===== config.mk =====
export PLATFORM = sky130hd
export DESIGN_NAME = time_counter
export DESIGN_NICKNAME = d
export VERILOG_FILES = /design/src/rtl/time_counter.sv
export SDC_FILE = /design/constraint.sdc
export NUM_CORES = 1
export LEC_CHECK = 0
export ABC_AREA = 0
export CORE_ASPECT_RATIO = 0.6
export CORE_MARGIN = 3
export CORE_UTILIZATION = 48
export DETAILED_ROUTE_END_ITERATION = 8
export MAX_ROUTING_LAYER = met4
export PLACE_DENSITY = 0.83
export SYNTH_ARGS = -nofsm -noshare
export SYNTH_HDL_FRONTEND = slang
export SYNTH_SLANG_ARGS = --single-unit

===== constraint.sdc =====
create_clock -name clock -period 5.4 [get_ports clock]
set_clock_uncertainty 0.1 [all_clocks]
set_input_delay 1.62 -clock clock [delete_from_list [all_inputs] [get_ports clock]]
set_output_delay 1.62 -clock clock [all_outputs]
set_load 0.1 [all_outputs]

===== src/rtl/time_counter.sv =====
// time_counter: 24-hour BCD hh:mm counter with validated load and day-rollover pulse
module time_counter (
  input  logic       clock,
  input  logic       reset,
  input  logic       one_minute,
  input  logic       load_new_c,
  input  logic [3:0] new_current_time_ms_hr,
  input  logic [3:0] new_current_time_ls_hr,
  input  logic [3:0] new_current_time_ms_min,
  input  logic [3:0] new_current_time_ls_min,
  output logic [3:0] current_time_ms_hr,
  output logic [3:0] current_time_ls_hr,
  output logic [3:0] current_time_ms_min,
  output logic [3:0] current_time_ls_min,
  output logic       day_rollover,
  output logic       load_error
);
  logic load_ok, ls_min_wrap, ms_min_wrap, ls_hr_wrap, day_end;
  logic [3:0] inc_ms_hr, inc_ls_hr, inc_ms_min, inc_ls_min;
  always_comb begin
    load_ok = new_current_time_ms_hr <= 4'd2 && new_current_time_ls_hr <= 4'd9 &&
              !(new_current_time_ms_hr == 4'd2 && new_current_time_ls_hr > 4'd3) &&
              new_current_time_ms_min <= 4'd5 && new_current_time_ls_min <= 4'd9;
    ls_min_wrap = current_time_ls_min == 4'd9;
    ms_min_wrap = ls_min_wrap && current_time_ms_min == 4'd5;
    ls_hr_wrap = ms_min_wrap && current_time_ls_hr == 4'd9;
    day_end = ms_min_wrap && current_time_ms_hr == 4'd2 && current_time_ls_hr == 4'd3;
    inc_ls_min = ls_min_wrap ? 4'd0 : current_time_ls_min + 4'd1;
    inc_ms_min = ms_min_wrap ? 4'd0 : ls_min_wrap ? current_time_ms_min + 4'd1 : current_time_ms_min;
    inc_ls_hr = (day_end || ls_hr_wrap) ? 4'd0 : ms_min_wrap ? current_time_ls_hr + 4'd1 : current_time_ls_hr;
    inc_ms_hr = day_end ? 4'd0 : ls_hr_wrap ? current_time_ms_hr + 4'd1 : current_time_ms_hr;
  end
  always_ff @(posedge clock or negedge reset) begin
    if (!reset) begin
      current_time_ms_hr <= '0;
      current_time_ls_hr <= '0;
      current_time_ms_min <= '0;
      current_time_ls_min <= '0;
      day_rollover <= 1'b0;
      load_error <= 1'b0;
    end else begin
      day_rollover <= !load_new_c && one_minute && day_end;
      load_error <= load_new_c && !load_ok;
      if (load_new_c && load_ok) begin
        current_time_ms_hr <= new_current_time_ms_hr;
        current_time_ls_hr <= new_current_time_ls_hr;
        current_time_ms_min <= new_current_time_ms_min;
        current_time_ls_min <= new_current_time_ls_min;
      end else if (!load_new_c && one_minute) begin
        current_time_ms_hr <= inc_ms_hr;
        current_time_ls_hr <= inc_ls_hr;
        current_time_ms_min <= inc_ms_min;
        current_time_ls_min <= inc_ls_min;
      end
    end
  end
endmodule


Yosys cells after proc, flatten, opt, wreduce, memory -nomap -nowiden

Cells that the tools add are included.
W data, S select, Z words.

Register bits: 18
Bits of input ports: 20
Output and inout port bits: 18

Add/subtract/negate cells: 4
$lt $le $gt $ge: 5
Equality and inequality tests: 6
Multiplexer cells: 15
Reductions and logical operators: 24

Operators with widths:

| operator              | count |
|---|---|
| $mux W4               | 15 |
| $add A4 B1 Y4 const B | 4 |
| $logic_and A1 B1 Y1   | 13 |
| $eq A4 B2 Y1 const B  | 3 |
| $reduce_bool A3 Y1    | 3 |
| $eq A4 B4 Y1 const B  | 2 |
| $le A4 B4 Y1 const B  | 2 |
| $reduce_and A2 Y1     | 3 |
| $eq A4 B3 Y1 const B  | 1 |
| $gt A4 B2 Y1 const B  | 1 |
| $le A4 B2 Y1 const B  | 1 |
| $le A4 B3 Y1 const B  | 1 |
| $logic_not A1 Y1      | 3 |
| $reduce_bool A2 Y1    | 1 |
| $logic_or A1 B1 Y1    | 1 |

Depth between registers and ports, before layout

Word-level depth: 9
Gate-level depth with buffers: 7
Gate-level depth less buffers: 7

Least setup slack after synthesis

Ideal clock, no wire load.

Path type: input port to flip-flop
Start: input new_current_time_ms_min[2]
End: register current_time_ls_min[1]
Setup time: 0.127 ns
Data arrival time: 2.960 ns
Setup slack: 2.213 ns
Stages on the path: 5
Cells stage by stage: a2111oi_0 and4_1 buf_2 mux2i_1 a221o_1

Cells in the longest elaborated chain, start to end: 5
Elaborated cells between the ends (all ways): 6
Those cells by class: order compare (1); mux (1); reduce/logical (4)

RTL lines:

| what                                                 | line | source |
|---|---|---|
| start, declared                                      | 9    | `input logic [3:0] new_current_time_ms_min,` |
| $le A4 B3 Y1 *                                       | 23   | `new_current_time_ms_min <= 4'd5 && new_current_time_ls_min <= 4'd9;` |
| $logic_and A1 B1 Y1 *                                | 22   | `!(new_current_time_ms_hr == 4'd2 && new_current_time_ls_hr > 4'd3) &&` |
| $logic_and A1 B1 Y1 *                                | 23   |  |
| $logic_and A1 B1 Y1 *                                | 44   | `if (load_new_c && load_ok) begin` |
| $mux W4 / $reduce_bool A2 Y1 (equally long branches) | --   |  |
| end signal, assigned                                 | 48   | `current_time_ls_min <= new_current_time_ls_min;` |
| end signal, assigned                                 | 53   | `current_time_ls_min <= inc_ls_min;` |
| end, declared                                        | 14   | `output logic [3:0] current_time_ls_min,` |

Every way passes the cells marked *; elsewhere a longest branch is shown, timed or not.
A chain may end at the register's enable or synchronous reset.

Worst setup path after layout

Same ends and word-level chain as after synthesis.

==> impl_metrics.csv <==
group,metric,value,unit
drt,ant_nets,0,
drt,wire_per_inst,17.6,um
logic_synthesis,syn_avg_cell_area,9.46,um^2
drt,routed_wl,3280,um
logic_synthesis,yosysMostFrequentCell,"dfrtp_1",
logic_synthesis,syn_area,1130,um^2
worst_setup_path,cpPeakStageDelay,0.72,ns
logic_synthesis,synth_edf_count,0,
clock_network,root_buffer,"clkbuf_8",
timing,fin_tns_setup,0,ns
timing,setup_viol,0,
timing,final_period_minus_worst_setup_slack,3.97,ns
global_route,grt_max_degree,20,
clock_network,clkTransAtPathRegs,0.06,ns
timing,hold_violations,0,
layout,antenna-diode-count,0,
clock_network,cts_resized,0,
floorplan,die_h,43.7,um
worst_setup_path,endpoint_kind,"flip-flop",
floorplan,die_area,3000,um^2
worst_setup_path,start_kind,"primary input",
logic_synthesis,synth_cell_types,41,
power_and_ir_drop,power.density,578,nW/um^2
power_and_ir_drop,leakagePower,0.658,nW
timing,rsz0062_at_grt,"no",
worst_setup_path,cp_data_arrival_time,4.00,ns
logic_synthesis,ys_ff_latch,18,
power_and_ir_drop,clkPwrFrac,0.099,
floorplan,core_area,2030,um^2
layout,layout-drive-gt1-share,0.0506,
drt,drc,0,
clock_network,cts_buffers,3,
logic_synthesis,synth_warnings,0,
clock_network,hold_buffers,0,
layout,utilization,0.775,
logic_synthesis,synth_seq_area_share,0.397,
hold_path,hold_path.class,"reg -> reg",
global_route,overflow,0,
placement,place_area,1530,um^2
floorplan,start_util,0.560,
worst_setup_path,crit_type,"in -> reg",
timing,finalMaxSlewViolations,0,
clock_network,postCtsSetupBuffers,0,
power_and_ir_drop,power,0.909,mW
logic_synthesis,synth_ff_type,"dfrtp_1",
layout,area_growth,38.5,%
logic_synthesis,synthTopCellsByArea,"dfrtp_1 40%, ha_1 6.6%, a221o_1 6.2%, nor2_1 4.0%, o21ai_0 3.1%",
worst_setup_path,path_cells,"clkdlybuf4s50_1 > a2111oi_0 > and4_1 > mux2i_1 > a221o_1",
placement,hpwl,2560,um
clock_network,h-tree-depth,1,
worst_setup_path,slowest_stage,"a2111oi_0",
power_and_ir_drop,combPwrFrac,0.627,
layout,fin_area,1570,um^2
job,max-cap-violations,0,
drt,vias_per_cell,6.22,
logic_synthesis,synth_common_cells,"18 x dfrtp_1, 12 x nor2_1, 8 x nand2_1",
clock_network,clk_latency,0.25,ns
clock_network,cts_tree,"done",
clock_network,clockBufferDepth,2,
worst_setup_path,path_max_fanout,19,
power_and_ir_drop,p_sw,0.525,mW
drt,num_vias,1156,
clock_network,clock-sinks,18,
logic_synthesis,async_flop_share,1.00,
logic_synthesis,synth_fp_nets,146,
placement,portBuffers,37,
outcome,outcome,"finished clean",
logic_synthesis,synth_top_area_share,0.397,
global_route,antenna_found_initial,0,
floorplan,die_x,68.8,um
floorplan,io_pins,38,
global_route,grt_pass1_vias,1028,
power_and_ir_drop,p_seq_frac,0.274,
timing,relSlewSlack,0.321,
drt,drt_iter0_markers,165,
global_route,grt_pass1_wl,5190,um
power_and_ir_drop,internal_power,0.383,mW
placement,routabilityCongestion,0.950,
timing,period_share,0.735,
worst_setup_path,critPathRequiredTime,5.43,ns
global_route,grt_use_total,0.243,
layout,nFillCells,154,
layout,final_nets,186,
logic_synthesis,synthCells,120,
timing,worstMarginPinSlew,1.01,ns
logic_synthesis,synth_top_area_cell,"dfrtp_1",
power_and_ir_drop,p_sw_frac,0.578,
timing,timing.fmax,0.252,GHz
power_and_ir_drop,vdd_ir_drop_max,0.000331,V
floorplan,core.rowCount,12,
drt,dr.pass1.iters,4,
-- power by group through the flow --
| stage | combinational (mW) | clock [mW] | sequential, mW |
|---|---|---|---|
| floorplan | 0.131 | 0 | 0.531 |
| global placement | 0.558 | 0 | 0.243 |
| detailed placement | 0.567 | 0 | 0.247 |
| CTS | 0.570 | 0.0929 | 0.246 |
| global route | 0.597 | 0.0998 | 0.256 |
| finish | 0.570 | 0.0900 | 0.249 |
-- critical path: cells and delay by family --
| kind | cells | cell delay, ns |
|---|---|---|
| muxes | 1 | 0.18 |
| and+or+nand+nor | 1 | 0.71 |
| buffers and inverters | 1 | 0.43 |
| AOI/OAI and AO/OA | 2 | 1.05 |
-- flip-flops by register name (all words and copies together), names as in the netlist --
name / flops
current_time_ls_hr: 4
load_error: 1
current_time_ls_min: 4
current_time_ms_min: 4
current_time_ms_hr: 4
day_rollover: 1
-- worst paths after layout --
check                      slack (ns)  cells past startpoint                            endpoint                               from
max in group asynchronous        2.95                      1  current_time_ls_min[1]$_DFFE_PN0P_                              reset
hold / removal                   0.44                      1   current_time_ms_hr[3]$_DFFE_PN0P_  current_time_ms_hr[3]$_DFFE_PN0P_
hold reg to reg                  0.44                      1   current_time_ms_hr[3]$_DFFE_PN0P_  current_time_ms_hr[3]$_DFFE_PN0P_
setup / recovery                 1.43                      5  current_time_ls_min[1]$_DFFE_PN0P_         new_current_time_ms_min[2]
min in group asynchronous        1.74                      1   current_time_ms_hr[0]$_DFFE_PN0P_                              reset
setup reg to reg                 3.13                      7   current_time_ms_hr[2]$_DFFE_PN0P_  current_time_ms_hr[0]$_DFFE_PN0P_
-- placed cells by master, fill, tap and decap left out, types with 2 or more instances in the layout --
master,instances
a31oi_1,3
o21ai_0,7
nor2_1,12
nand3_1,6
inv_1,6
nor3_1,3
or3_1,3
nor2b_1,2
and3b_1,2
a221o_1,7
nand3b_1,3
nand2b_1,2
ha_1,6
clkdlybuf4s50_1,37
nand2_1,8
clkbuf_8,3
a21oi_1,5
dfrtp_1,18
o31ai_1,2
-- area by class of cell --
| type | instances | area, um^2 | share of cell area |
|---|---|---|---|
| inverters | 6 | 22.5 | 0.0143 |
| well taps | 28 | 35.0 | 0.0223 |
| repair buffers | 37 | 370 | 0.236 |
| multi-input cells | 94 | 652 | 0.415 |
| clock buffers | 3 | 41.3 | 0.0263 |
| flip-flops and latches | 18 | 450 | 0.287 |
-- per-stage QoR --
stage,std cells,hold slack (ns),worst slack [ns]
after global routing,186,0.476,1.25
after detailed placement,183,0.430,1.25
final,186,0.435,1.43
after CTS,186,0.435,1.51
after floorplan,120,0.919,2.21
after global placement,183,0.418,1.40
-- layer usage --
layer,routed length (um),GRT usage,vias up
met1,1420,0.357,538
met3,394,0.0803,8
met2,1380,0.313,73
met5,0,-,-
li1,-,-,537
met4,77,0.0659,0
-- cells by family (layout without fill, tap and decap cells) --
kind of cell / count (synthesis) / count (layout) / synth area share
xor gates and xnor gates: 1 / 1 / 0.00772
DFF: 18 / 18 / 0.397
adders and majority gates: 6 / 6 / 0.0662
buffers and inverters: 8 / 46 / 0.0287
muxes: 1 / 1 / 0.00882
AOI/OAI and AO/OA: 33 / 33 / 0.215
and+or+nand+nor: 53 / 53 / 0.277
Note: power is estimated with default switching activity, not from simulation.
